<file path="src/rtl/fsm_assoc_data.sv">
// ---------------------------------------------------------------------------
// fsm_assoc_data
//   Control FSM for the ASCON-128 associated-data phase. It is started by the
//   initialisation FSM and absorbs AD blocks one at a time. For each block the
//   block is XORed into state word x0 and a p6 permutation (rounds 6..11) runs.
//   On the last round of the last block, domain separation XORs 1 into the
//   state LSB. When there is no AD at all, the domain-separation XOR is still
//   applied in a single SEP cycle. end_o then hands control to the
//   plaintext-phase FSM.
//
// Ports
//   clock_i        rising-edge clock
//   reset_i        synchronous, active-high reset
//   start_i        pulse from the init FSM; only honoured in IDLE
//   no_ad_i        sampled with start_i: AD is empty, skip absorption
//   ad_valid_i     AD block present; only honoured in WAIT_AD
//   ad_last_i      sampled with an accepted ad_valid_i: last AD block
//   round_i        current value of the shared permutation round counter
//   ad_ready_o     FSM accepts an AD block this cycle
//   en_cpt_perm_o  round counter increment enable
//   init_p6_o      load round counter with 6
//   init_p12_o     load round counter with 0 (never used by this phase)
//   input_mode_o   0: permutation input is state ^ data, 1: loop state
//   en_reg_state_o state register write enable
//   en_xor_data_o  XOR AD block into x0
//   en_xor_lsb_o   XOR 1 into the state LSB (domain separation)
//   ad_count_o     AD blocks absorbed since start, saturating
//   end_o          one-cycle pulse, AD phase complete
// ---------------------------------------------------------------------------
module fsm_assoc_data #(
  parameter int CNT_W = 8
) (
  input  logic             clock_i,
  input  logic             reset_i,
  input  logic             start_i,
  input  logic             no_ad_i,
  input  logic             ad_valid_i,
  input  logic             ad_last_i,
  input  logic [3:0]       round_i,
  output logic             ad_ready_o,
  output logic             en_cpt_perm_o,
  output logic             init_p6_o,
  output logic             init_p12_o,
  output logic             input_mode_o,
  output logic             en_reg_state_o,
  output logic             en_xor_data_o,
  output logic             en_xor_lsb_o,
  output logic [CNT_W-1:0] ad_count_o,
  output logic             end_o
);

  typedef enum logic [2:0] {
    S_IDLE    = 3'd0,
    S_WAIT_AD = 3'd1,
    S_CONF    = 3'd2,
    S_RD6     = 3'd3,
    S_RD7_10  = 3'd4,
    S_RD11    = 3'd5,
    S_SEP     = 3'd6,
    S_DONE    = 3'd7
  } state_t;

  // Round 10 is the last round that still needs the counter to advance.
  // Round 11 is handled by RD11 with the counter idle.
  localparam logic [3:0]       LAST_LOOP_RND = 4'd10;
  localparam logic [CNT_W-1:0] CNT_MAX       = {CNT_W{1'b1}};

  state_t           state_q, state_d;
  logic             last_q;
  logic [CNT_W-1:0] cnt_q;

  // State, last-block flag and block counter.
  always_ff @(posedge clock_i) begin
    if (reset_i) begin
      state_q <= S_IDLE;
      last_q  <= 1'b0;
      cnt_q   <= '0;
    end else begin
      state_q <= state_d;
      if (state_q == S_WAIT_AD && ad_valid_i)
        last_q <= ad_last_i;
      // The count restarts with every AD phase. It advances once per
      // completed block, in RD11, and saturates instead of wrapping.
      if (state_q == S_IDLE && start_i)
        cnt_q <= '0;
      else if (state_q == S_RD11 && cnt_q != CNT_MAX)
        cnt_q <= cnt_q + 1'b1;
    end
  end

  // Next-state logic and Moore outputs. en_xor_lsb_o in RD11 also depends
  // on the last-block flag.
  always_comb begin
    state_d        = state_q;
    ad_ready_o     = 1'b0;
    en_cpt_perm_o  = 1'b0;
    init_p6_o      = 1'b0;
    init_p12_o     = 1'b0;
    input_mode_o   = 1'b0;
    en_reg_state_o = 1'b0;
    en_xor_data_o  = 1'b0;
    en_xor_lsb_o   = 1'b0;
    end_o          = 1'b0;

    case (state_q)
      S_IDLE: begin
        if (start_i)
          state_d = no_ad_i ? S_SEP : S_WAIT_AD;
      end
      S_WAIT_AD: begin
        ad_ready_o = 1'b1;
        if (ad_valid_i)
          state_d = S_CONF;
      end
      S_CONF: begin
        // Load the counter with 6. It then reads 6 in RD6.
        init_p6_o     = 1'b1;
        en_cpt_perm_o = 1'b1;
        state_d       = S_RD6;
      end
      S_RD6: begin
        // First round of the block. The permutation input is state ^ data.
        en_cpt_perm_o  = 1'b1;
        en_reg_state_o = 1'b1;
        en_xor_data_o  = 1'b1;
        state_d        = S_RD7_10;
      end
      S_RD7_10: begin
        // If round_i never reaches 10, the FSM stays here until reset.
        en_cpt_perm_o  = 1'b1;
        en_reg_state_o = 1'b1;
        input_mode_o   = 1'b1;
        if (round_i == LAST_LOOP_RND)
          state_d = S_RD11;
      end
      S_RD11: begin
        en_reg_state_o = 1'b1;
        input_mode_o   = 1'b1;
        en_xor_lsb_o   = last_q;
        state_d        = last_q ? S_DONE : S_WAIT_AD;
      end
      S_SEP: begin
        // Empty AD: apply only the domain-separation XOR.
        en_reg_state_o = 1'b1;
        input_mode_o   = 1'b1;
        en_xor_lsb_o   = 1'b1;
        state_d        = S_DONE;
      end
      S_DONE: begin
        end_o   = 1'b1;
        state_d = S_IDLE;
      end
      default: begin
        // Any corrupted encoding falls back to IDLE with all outputs low.
        state_d = S_IDLE;
      end
    endcase
  end

  assign ad_count_o = cnt_q;

endmodule

</file>
<file path="config.mk">
export PLATFORM = sky130hd
export DESIGN_NAME = fsm_assoc_data
export DESIGN_NICKNAME = d
export VERILOG_FILES = /design/src/rtl/fsm_assoc_data.sv
export SDC_FILE = /design/constraint.sdc
export NUM_CORES = 1
export LEC_CHECK = 0
export CORE_MARGIN = 8
export CORE_UTILIZATION = 35
export CTS_BUF_LIST = sky130_fd_sc_hd__clkbuf_8
export CTS_CLUSTER_DIAMETER = 120
export DETAILED_ROUTE_END_ITERATION = 12
export PLACE_DENSITY_LB_ADDON = 0.3
export SLEW_MARGIN = 20
export SYNTH_ARGS = -nofsm -noshare
export SYNTH_HDL_FRONTEND = slang
export SYNTH_SLANG_ARGS = --single-unit
</file>
<file path="constraint.sdc">
create_clock -name clock_i -period 1.4 [get_ports clock_i]
set_input_delay 0.21 -clock clock_i [delete_from_list [all_inputs] [get_ports clock_i]]
set_output_delay 0.21 -clock clock_i [all_outputs]
set_load 0.05 [all_outputs]
</file>
# Word level (Yosys, flattened, before mapping)
# Index checks and enable logic that the tools add are counted.
[word_totals]
ff_bits = 12
[classes]
addsub = 1
n_eq_ne = 12
muxes = 14
n_reduce_logical = 9
[ops]
columns = ["op", "n"]
rows = [
  ["one-hot mux 3 bit (8 select lines)", 1],
  ["2-to-1 mux 3 bit", 5],
  ["equality test 3 bit (second input constant)", 4],
  ["adder 8 x 1 -> 8 bit (second input constant)", 1],
  ["inequality test 8 bit (second input constant)", 1],
  ["2-to-1 mux 1 bit", 7],
  ["equality test 3 x 2 -> 1 bit (second input constant)", 2],
  ["inequality test 2 bit (second input constant)", 3],
  ["OR reduction 3 bit", 2],
  ["equality test 4 bit (second input constant)", 1],
  ["OR reduction 4 bit", 1],
  ["equality test 3 x 1 -> 1 bit (second input constant)", 1],
  ["logical AND 1 bit", 3],
  ["zero test 3 bit", 1],
  ["AND reduction 3 bit", 1],
  ["one-hot mux 1 bit (2 select lines)", 1],
  ["OR reduction 2 bit", 1],
]

# Depth between registers and ports, before layout
# Gate-level depths: netlist (run 1).
[logic_depth]
ltp_word = 3
mapped_depth = 5
depth_no_buf = 5

# Least setup slack after synthesis (run 1)
# No wires, ideal clock.
[synth_timing]
path_kind = "reg-to-output"
startpoint = "reg state_q[0]"
endpoint = "out en_reg_state_o"
t_arrival_ps = 1694
t_required_ps = 1190
path_slack_ps = -504
path_stages_with_launch = 4
path_buffers = 1
cell_sequence = "dfxtp_1 > buf_4 > a21oi_1 > or2_2"
[synth_via]
elab_chain_cells = 3
[synth_rtl]
columns = ["element", "line", "text"]
rows = [
  ["start: declaration", "68", "state_t state_q, state_d;"],
  ["start signal: assignment", "79", "state_q <= state_d;"],
  ["equality test 3 bit / equality test 3 x 2 -> 1 bit (equally long branches)", "105", "case (state_q)"],
  ["OR reduction 4 bit (no source line) (*)", "--", ""],
  ["2-to-1 mux 1 bit (*)", "105", ""],
  ["end: declaration", "45", "output logic en_reg_state_o,"],
]
# Every way passes the cells marked *; elsewhere a longest branch is shown, timed or not.

# Worst setup path in the final report (run 1)
[layout_timing]
startpoint = "reg state_q[0]"
endpoint = "out ad_ready_o"
[layout_via]
elab_chain_cells = 2
[layout_rtl]
columns = ["element", "line", "text"]
rows = [
  ["equality test 3 x 1 -> 1 bit", "105", ""],
  ["2-to-1 mux 1 bit", "105", ""],
  ["end: declaration", "40", "output logic ad_ready_o,"],
]
# Every way passes these cells.

==> flow_results.xml, run 1 <==
<?xml version="1.0" encoding="UTF-8"?>
<metrics>
  <group name="run_status">
    <metric name="run_status" unit="">finished, final reports clean</metric>
  </group>
  <group name="placement">
    <metric name="detailed_place_hpwl" unit="um">1660</metric>
    <metric name="placed_cell_area" unit="sq mm">0.00131</metric>
    <metric name="place.gp.congestion" unit="">0.903</metric>
    <metric name="port_buffers" unit="">25</metric>
    <metric name="worst_slack_after_detailed_placement" unit="ns">-0.144</metric>
  </group>
  <group name="yosys">
    <metric name="synthFlopType" unit="">sky130_fd_sc_hd__dfxtp_1</metric>
    <metric name="syn-mean-instance-area" unit="sq um">8.76</metric>
    <metric name="synth_top_cell_by_area" unit="">sky130_fd_sc_hd__dfxtp_1</metric>
    <metric name="synth.most_common_cell" unit="">sky130_fd_sc_hd__nor2_1</metric>
    <metric name="synth_edf_count" unit="">0</metric>
    <metric name="synth.yosys.seq_area_share" unit="%">31.2</metric>
    <metric name="count_of_cell_types_in_the_netlist" unit="">38</metric>
    <metric name="ys_top_cells_by_area" unit="">sky130_fd_sc_hd__dfxtp_1 31%, sky130_fd_sc_hd__nor2_1 6.8%, sky130_fd_sc_hd__xor2_1 5.7%</metric>
    <metric name="yosys_register_bits" unit="">12</metric>
    <metric name="synthesis.yosys.warnings" unit="">0</metric>
    <metric name="synth_top_cells_by_count" unit="">14 x sky130_fd_sc_hd__nor2_1, 12 x sky130_fd_sc_hd__dfxtp_1, 5 x sky130_fd_sc_hd__a21oi_1, 5 x sky130_fd_sc_hd__nand2_1, 5 x sky130_fd_sc_hd__xor2_1</metric>
    <metric name="syn-num-nets" unit="">99</metric>
    <metric name="yosysTopAreaCellShare" unit="%">31.2</metric>
    <metric name="post_synth_instance_area" unit="sq um">771</metric>
    <metric name="postSynth.asyncResetShare" unit="%">0</metric>
    <metric name="post_synthesis_cell_count" unit="">88</metric>
  </group>
  <group name="cells_and_area">
    <metric name="synthToLayoutAreaGrowth" unit="%">83.4</metric>
    <metric name="total_of_fill_cells_in_the_finished_design" unit="">159</metric>
    <metric name="antenna_cells_inserted" unit="">0</metric>
    <metric name="utilization" unit="%">65.8</metric>
    <metric name="area.sequential" unit="sq um">267</metric>
    <metric name="finished_layout_cell_area" unit="sq mm">0.00141</metric>
    <metric name="multiInputGateArea" unit="sq um">557</metric>
    <metric name="num-nets-final" unit="">134</metric>
    <metric name="final_layout_size_suffix_gt1_share" unit="%">53.3</metric>
  </group>
  <group name="timing">
    <metric name="setup-violations-final" unit="">0</metric>
    <metric name="final_critical_path_setup_slack" unit="ns">0.00417</metric>
    <metric name="min_period_over_period" unit="%">99.7</metric>
    <metric name="achievable-frequency" unit="MHz">716</metric>
    <metric name="final-max-slew-violation-count" unit="">0</metric>
    <metric name="rsz0062_at_grt" unit="">true</metric>
    <metric name="hold_viol_final" unit="">0</metric>
    <metric name="post_route_clock_skew" unit="ns">0.000631</metric>
    <metric name="post-route-min-period" unit="ns">1.40</metric>
  </group>
  <group name="route">
    <metric name="viasPerCell" unit="">5.13</metric>
    <metric name="first_pass_iters" unit="">4</metric>
    <metric name="via_count" unit="">769</metric>
    <metric name="drtAntennaViolNets" unit="">0</metric>
    <metric name="routed_wirelength" unit="um">2200</metric>
    <metric name="number_of_design_rule_violations_left_after_detail_routing" unit="">0</metric>
    <metric name="drt-initial-drc-count" unit="">25</metric>
    <metric name="routed_wire_length_per_instance" unit="um">14.6</metric>
  </group>
  <group name="worst_setup_path">
    <metric name="worstPathMaxFanout" unit="">12</metric>
    <metric name="crit_type" unit="">reg2out</metric>
    <metric name="setup.worst_path.start" unit="">state_q[0]$_SDFFE_PP0P_</metric>
    <metric name="type_of_element_launching_the_critical_path" unit="">flop</metric>
    <metric name="critical_path_arrival" unit="ns">1.19</metric>
    <metric name="r2r-start" unit="">ad_count_o[1]$_SDFFE_PP0P_</metric>
    <metric name="kind_of_capture_point_of_the_worst_setup_path" unit="">primary output</metric>
    <metric name="critical_path_required" unit="ns">1.19</metric>
  </group>
  <group name="floorplan">
    <metric name="num_io_pins" unit="">27</metric>
    <metric name="design.die.area" unit="sq mm">0.00396</metric>
    <metric name="coreArea" unit="sq mm">0.00215</metric>
    <metric name="die-width" unit="um">62.9</metric>
    <metric name="floorplan.initialDensity" unit="%">35.9</metric>
    <metric name="die_y_extent" unit="um">62.9</metric>
    <metric name="core.rowCount" unit="">17</metric>
  </group>
  <group name="hold_path">
    <metric name="timing.hold.worst.class" unit="">reg2reg</metric>
    <metric name="hold_path.startpoint" unit="">state_q[2]$_SDFFE_PP0P_</metric>
  </group>
  <group name="grt">
    <metric name="gr-usage-met2" unit="%">19.0</metric>
    <metric name="grt-ovfl-total" unit="">0</metric>
    <metric name="grt_antenna_before_repair" unit="">0</metric>
    <metric name="grt.total_usage" unit="%">11.2</metric>
    <metric name="groute.layer.met3.usage" unit="%">5.73</metric>
    <metric name="highest_utilization_routing_layer_at_the_global_route_stage" unit="">met2</metric>
    <metric name="grt_first_pass_wirelength" unit="um">3710</metric>
    <metric name="first_global_vias" unit="">796</metric>
    <metric name="grt_use_met1" unit="%">11.8</metric>
    <metric name="grt_max_degree" unit="">13</metric>
  </group>
  <group name="run">
    <metric name="drv.max_cap_violation_count" unit="">0</metric>
  </group>
  <group name="power">
    <metric name="total_leakage_power" unit="nW">0.555</metric>
    <metric name="total_power_per_unit_cell_area" unit="mW/mm^2">1230</metric>
    <metric name="ir_worst_vdd" unit="V">0.000962</metric>
  </group>
  <group name="cts">
    <metric name="cts.reportedPaths.clkPinSlew" unit="ns">0.05</metric>
    <metric name="cts_buffers" unit="">3</metric>
    <metric name="ctsLongestPathBuffers" unit="">2</metric>
    <metric name="clock-root-buffer" unit="">sky130_fd_sc_hd__clkbuf_8</metric>
    <metric name="buffer_count_from_post_cts_setup_fixing" unit="">0</metric>
    <metric name="cts-htree-levels" unit="">1</metric>
    <metric name="post_cts_hold_fix_bufs" unit="">0</metric>
    <metric name="cts_tree" unit="">built</metric>
    <metric name="numClockSinks" unit="">12</metric>
    <metric name="insertion_delay_of_the_later_clocked_pin_in_the_worst_skew_pair" unit="ns">0.24</metric>
  </group>
</metrics>
==> critical path, stage by stage, from the launching register on <==
cell and delay (ns):
sky130_fd_sc_hd__dfxtp_4 0.43, sky130_fd_sc_hd__buf_6 0.12, sky130_fd_sc_hd__nor3b_4 0.22, sky130_fd_sc_hd__buf_12 0.17
==> area by class of cell <==
class / count / share of cell area, %
clock buffer: 4 / 3.89
tap: 28 / 2.48
multi-input combinational: 69 / 39.4
timing repair buffer: 35 / 34.9
inverter: 2 / 0.531
sequential: 12 / 18.8
==> placed cells by master, fill, tap and decap left out, types with 3 or more instances in the layout <==
cell type,Yosys,final
sky130_fd_sc_hd__nand2_1,5,4
sky130_fd_sc_hd__dfxtp_4,0,5
sky130_fd_sc_hd__buf_12,0,16
sky130_fd_sc_hd__clkdlybuf4s50_1,0,9
sky130_fd_sc_hd__buf_4,4,8
sky130_fd_sc_hd__o211ai_1,3,3
sky130_fd_sc_hd__a21oi_1,5,3
sky130_fd_sc_hd__nand2b_1,4,3
sky130_fd_sc_hd__dfxtp_2,0,6
sky130_fd_sc_hd__xor2_1,5,5
sky130_fd_sc_hd__nor2_1,14,10
sky130_fd_sc_hd__clkbuf_8,0,4
==> logic make-up after synthesis <==
logic type | after synthesis | synth area share, %
multiplexers | 2 | 2.60
other | 1 | 0.487
buffers and inverters | 7 | 5.52
flip-flops | 12 | 31.2
AO/OA/AOI/OAI | 20 | 19.8
adder cells (fa/ha/maj) | 1 | 1.62
AND/OR/NAND/NOR | 39 | 32.0
XOR/XNOR | 6 | 6.82
==> registers in the layout, indices dropped and copies added (netlist names) <==
name / flops
ad_count_o: 8
state_q: 3
last_q: 1
==> path summary, 6_finish.rpt <==
| check | endpoint | slack [ns] | depth (start not counted) |
|---|---|---|---|
| min reg2reg | state_q[2]$_SDFFE_PP0P_ | 0.53 | 2 |
| max reg2reg | ad_count_o[4]$_SDFFE_PP0P_ | 0.08 | 5 |
| max | ad_ready_o | 0.004 | 3 |
| min | state_q[2]$_SDFFE_PP0P_ | 0.53 | 2 |
==> report_power, final <==
group | total, mW | internal [mW] | leakage (nW) | switching [mW]
logic | 0.882 | 0.437 | 0.422 | 0.445
registers | 0.471 | 0.382 | 0.104 | 0.0887
clock network | 0.382 | 0.249 | 0.0288 | 0.133
==> repair_timing <==
item / 4_1_cts / 5_1_grt
resized for setup: 8 / 8
setup endpoints to repair: 7 / 9
pin swaps: 1 / 3
==> through the flow <==
| stage | total power [mW] | setup TNS (ns) | hold WS, ns | cells |
|---|---|---|---|---|
| after global routing | 1.82 | -0.165 | 0.577 | 150 |
| after floorplan | 0.932 | -0.175 | 0.272 | 88 |
| after global placement | 1.28 | -0.0954 | 0.512 | 146 |
| final | 1.73 | 0 | 0.532 | 150 |
| after CTS | 1.70 | -0.0190 | 0.534 | 150 |
| after detailed placement | 1.29 | -0.162 | 0.521 | 146 |
==> layer usage <==
layer / wire [um] / share of wire (%) / up-vias
met5: 0 / 0 / -
met4: 26 / 1.2 / 0
li1: - / - / 380
met3: 161 / 7.3 / 4
met2: 1120 / 51 / 27
met1: 888 / 40 / 358
Note: power is estimated with default switching activity, not from simulation.
==> run 2, diff against run 1 <==
--- a/config.mk
+++ b/config.mk
@@ -5,6 +5,8 @@
 export SDC_FILE = /design/constraint.sdc
 export NUM_CORES = 1
 export LEC_CHECK = 0
+export ABC_AREA = 1
+export CORE_ASPECT_RATIO = 1.75
 export CORE_MARGIN = 8
 export CORE_UTILIZATION = 35
 export CTS_BUF_LIST = sky130_fd_sc_hd__clkbuf_8
==> constraint.sdc (replaced) <==
create_clock -name clock_i -period 1.4 [get_ports clock_i]
set_input_delay 0.14 -clock clock_i [delete_from_list [all_inputs] [get_ports clock_i]]
set_output_delay 0.14 -clock clock_i [all_outputs]
set_load 0.05 [all_outputs]
==> flow_results.xml, run 2 <==
<?xml version="1.0" encoding="UTF-8"?>
<metrics>
  <group name="cts">
    <metric name="ctsLongestPathBuffers" unit="">2</metric>
    <metric name="numClockSinks" unit="">12</metric>
    <metric name="cts-htree-levels" unit="">1</metric>
    <metric name="clock-root-buffer" unit="">sky130_fd_sc_hd__clkbuf_8</metric>
    <metric name="insertion_delay_of_the_later_clocked_pin_in_the_worst_skew_pair" unit="ns">0.24</metric>
    <metric name="cts_tree" unit="">built</metric>
    <metric name="cts.reportedPaths.clkPinSlew" unit="ns">0.05</metric>
    <metric name="cts_buffers" unit="">3</metric>
    <metric name="post_cts_hold_fix_bufs" unit="">0</metric>
    <metric name="buffer_count_from_post_cts_setup_fixing" unit="">0</metric>
  </group>
  <group name="yosys">
    <metric name="syn-mean-instance-area" unit="sq um">6.56</metric>
    <metric name="syn-num-nets" unit="">136</metric>
    <metric name="count_of_cell_types_in_the_netlist" unit="">27</metric>
    <metric name="yosys_register_bits" unit="">12</metric>
    <metric name="synth.most_common_cell" unit="">sky130_fd_sc_hd__nand2_1</metric>
    <metric name="ys_top_cells_by_area" unit="">sky130_fd_sc_hd__dfxtp_1 29%, sky130_fd_sc_hd__nand2_1 14%, sky130_fd_sc_hd__nand3_1 7.9%</metric>
    <metric name="postSynth.asyncResetShare" unit="%">0</metric>
    <metric name="synthesis.yosys.warnings" unit="">0</metric>
    <metric name="post_synthesis_cell_count" unit="">125</metric>
    <metric name="synth_top_cell_by_area" unit="">sky130_fd_sc_hd__dfxtp_1</metric>
    <metric name="synth.yosys.seq_area_share" unit="%">29.3</metric>
    <metric name="synth_edf_count" unit="">0</metric>
    <metric name="synth_top_cells_by_count" unit="">30 x sky130_fd_sc_hd__nand2_1, 16 x sky130_fd_sc_hd__nor2_1, 13 x sky130_fd_sc_hd__inv_1, 13 x sky130_fd_sc_hd__nand3_1, 12 x sky130_fd_sc_hd__dfxtp_1</metric>
    <metric name="synthFlopType" unit="">sky130_fd_sc_hd__dfxtp_1</metric>
    <metric name="post_synth_instance_area" unit="sq um">820</metric>
    <metric name="yosysTopAreaCellShare" unit="%">29.3</metric>
  </group>
  <group name="grt">
    <metric name="grt_first_pass_wirelength" unit="um">4280</metric>
    <metric name="grt_antenna_before_repair" unit="">0</metric>
    <metric name="first_global_vias" unit="">1043</metric>
    <metric name="grt-ovfl-total" unit="">0</metric>
    <metric name="grt_max_degree" unit="">10</metric>
    <metric name="grt.total_usage" unit="%">13.1</metric>
  </group>
  <group name="placement">
    <metric name="port_buffers" unit="">25</metric>
    <metric name="placed_cell_area" unit="sq mm">0.00130</metric>
    <metric name="detailed_place_hpwl" unit="um">2110</metric>
    <metric name="worst_slack_after_detailed_placement" unit="ns">0.0781</metric>
    <metric name="place.gp.congestion" unit="">0.800</metric>
  </group>
  <group name="cells_and_area">
    <metric name="finished_layout_cell_area" unit="sq mm">0.00141</metric>
    <metric name="antenna_cells_inserted" unit="">0</metric>
    <metric name="synthToLayoutAreaGrowth" unit="%">71.5</metric>
    <metric name="largest_register_ff_count" unit="">8</metric>
    <metric name="num-nets-final" unit="">170</metric>
    <metric name="layout_common_cells" unit="">28 x sky130_fd_sc_hd__nand2_1, 16 x sky130_fd_sc_hd__buf_12, 14 x sky130_fd_sc_hd__nor2_1</metric>
    <metric name="final_layout_size_suffix_gt1_share" unit="%">35.7</metric>
    <metric name="final_common_cell" unit="">sky130_fd_sc_hd__nand2_1</metric>
    <metric name="utilization" unit="%">62.6</metric>
  </group>
  <group name="run">
    <metric name="drv.max_cap_violation_count" unit="">0</metric>
  </group>
  <group name="floorplan">
    <metric name="coreArea" unit="sq mm">0.00224</metric>
    <metric name="floorplan.initialDensity" unit="%">36.5</metric>
    <metric name="die_y_extent" unit="um">80.0</metric>
    <metric name="design.die.area" unit="sq mm">0.00421</metric>
    <metric name="num_io_pins" unit="">27</metric>
    <metric name="core.rowCount" unit="">23</metric>
    <metric name="die-width" unit="um">52.6</metric>
  </group>
  <group name="timing">
    <metric name="achievable-frequency" unit="MHz">744</metric>
    <metric name="final_critical_path_setup_slack" unit="ns">0.0555</metric>
    <metric name="post-route-min-period" unit="ns">1.34</metric>
    <metric name="hold_viol_final" unit="">0</metric>
    <metric name="post_route_clock_skew" unit="ns">0.00294</metric>
    <metric name="min_period_over_period" unit="%">96.0</metric>
    <metric name="final-max-slew-violation-count" unit="">0</metric>
    <metric name="setup-violations-final" unit="">0</metric>
  </group>
  <group name="worst_setup_path">
    <metric name="setup.worst_path.start" unit="">state_q[1]$_SDFFE_PP0P_</metric>
    <metric name="worstPathMaxFanout" unit="">9</metric>
    <metric name="kind_of_capture_point_of_the_worst_setup_path" unit="">primary output</metric>
    <metric name="critical_path_required" unit="ns">1.26</metric>
    <metric name="type_of_element_launching_the_critical_path" unit="">flop</metric>
    <metric name="worst_path_dominant_cell_family" unit="">flip-flops</metric>
    <metric name="slowest_delay" unit="ns">0.37</metric>
    <metric name="cpMaxStageDelayCell" unit="">sky130_fd_sc_hd__dfxtp_4</metric>
    <metric name="r2r-start" unit="">ad_count_o[0]$_SDFFE_PP0P_</metric>
    <metric name="critical_path_arrival" unit="ns">1.20</metric>
    <metric name="crit_type" unit="">reg2out</metric>
    <metric name="cp_num_buf_inv" unit="">2</metric>
    <metric name="crit_path_cell_trace" unit="">inv_6, nand2_2, nor2_2, o21bai_2, buf_12</metric>
  </group>
  <group name="power">
    <metric name="power.share.sequential" unit="%">22.1</metric>
    <metric name="totalPowerFinal" unit="mW">2.49</metric>
    <metric name="share_clk_of_total_power" unit="%">12.7</metric>
    <metric name="total_switching_power" unit="mW">1.21</metric>
    <metric name="ir_worst_vdd" unit="V">0.00162</metric>
    <metric name="switching_share" unit="%">48.4</metric>
    <metric name="total_power_per_unit_cell_area" unit="mW/mm^2">1780</metric>
    <metric name="comb_power_share" unit="%">65.2</metric>
    <metric name="total_leakage_power" unit="nW">0.598</metric>
    <metric name="intPower" unit="mW">1.29</metric>
  </group>
  <group name="route">
    <metric name="drt-initial-drc-count" unit="">16</metric>
    <metric name="detailroute.wirelength.met3" unit="um">154</metric>
    <metric name="routed_wire_length_per_instance" unit="um">14.0</metric>
    <metric name="top_layer_used" unit="">met4</metric>
    <metric name="wl_met2" unit="um">1470</metric>
    <metric name="number_of_design_rule_violations_left_after_detail_routing" unit="">0</metric>
    <metric name="drtAntennaViolNets" unit="">0</metric>
    <metric name="via_count" unit="">957</metric>
    <metric name="routed_wirelength" unit="um">2550</metric>
    <metric name="routedLengthMet1" unit="um">724</metric>
    <metric name="viasPerCell" unit="">5.26</metric>
    <metric name="first_pass_iters" unit="">4</metric>
  </group>
  <group name="hold_path">
    <metric name="hold_path.startpoint" unit="">ad_count_o[2]$_SDFFE_PP0P_</metric>
    <metric name="timing.hold.worst.class" unit="">reg2reg</metric>
  </group>
  <group name="run_status">
    <metric name="run_status" unit="">finished, final reports clean</metric>
  </group>
</metrics>
-- run 2: final timing paths --
check | endpoint | slack, ns | cells past startpoint
worst max-delay path | en_cpt_perm_o | 0.06 | 5
worst min-delay path | ad_count_o[2]$_SDFFE_PP0P_ | 0.53 | 2
worst max register to register | ad_count_o[3]$_SDFFE_PP0P_ | 0.12 | 7
worst min register to register | ad_count_o[2]$_SDFFE_PP0P_ | 0.53 | 2
-- run 2: per-stage QoR --
stage / setup TNS [ns] / std cells / hold WS (ns)
after floorplan: 0 / 125 / 0.209
after global placement: 0 / 179 / 0.509
after detailed placement: 0 / 179 / 0.524
after CTS: 0 / 182 / 0.535
after global routing: -0.00268 / 182 / 0.548
final: 0 / 182 / 0.529
-- run 2: area by class of cell --
class,instances,area [sq um]
Sequential cell,12,259
Fill cell,182,840
Inverter,18,80.1
Multi-Input combinational cell,93,538
Timing Repair Buffer,31,455
Clock buffer,3,41.3
Tap cell,25,31.3
-- run 2: timing repair --
action | CTS | global route
endpoints found under the setup margin | 6 | 11
pin swaps | 0 | 1
gates resized for setup | 8 | 12
-- run 2: cell families after synthesis --
family / synth area share, %
flops: 29.3
other cells: 0.458
compound gates: 7.48
simple gates: 46.6
buf+inv: 11.5
fa+ha+maj: 1.53
xor+xnor: 3.21
-- run 2: power groups by stage --
| stage | clock (mW) | sequential [mW] | combinational, mW |
|---|---|---|---|
| 6_report | 0.316 | 0.551 | 1.63 |
| 3_3_place_gp | 0 | 0.490 | 1.53 |
| 3_5_place_dp | 0 | 0.490 | 1.55 |
| 5_1_grt | 0.334 | 0.557 | 1.73 |
| 2_1_floorplan | 0 | 0.480 | 0.922 |
| 4_1_cts | 0.322 | 0.507 | 1.58 |
-- run 2: worst register-to-register path, stage by stage (launching register included) --
cell and delay (ns):
sky130_fd_sc_hd__dfxtp_2 0.38, sky130_fd_sc_hd__ha_2 0.20, sky130_fd_sc_hd__inv_1 0.07, sky130_fd_sc_hd__nor2_2 0.14, sky130_fd_sc_hd__nand2_2 0.10, sky130_fd_sc_hd__nand2_4 0.10, sky130_fd_sc_hd__nand2_1 0.06, sky130_fd_sc_hd__a21oi_1 0.16
-- run 2: per-layer routing --
metal	track usage (%)	vias to the layer above
li1	-	468
met1	9.86	432
met2	24.3	39
met3	3.73	18
met4	12.0	0
met5	0	-
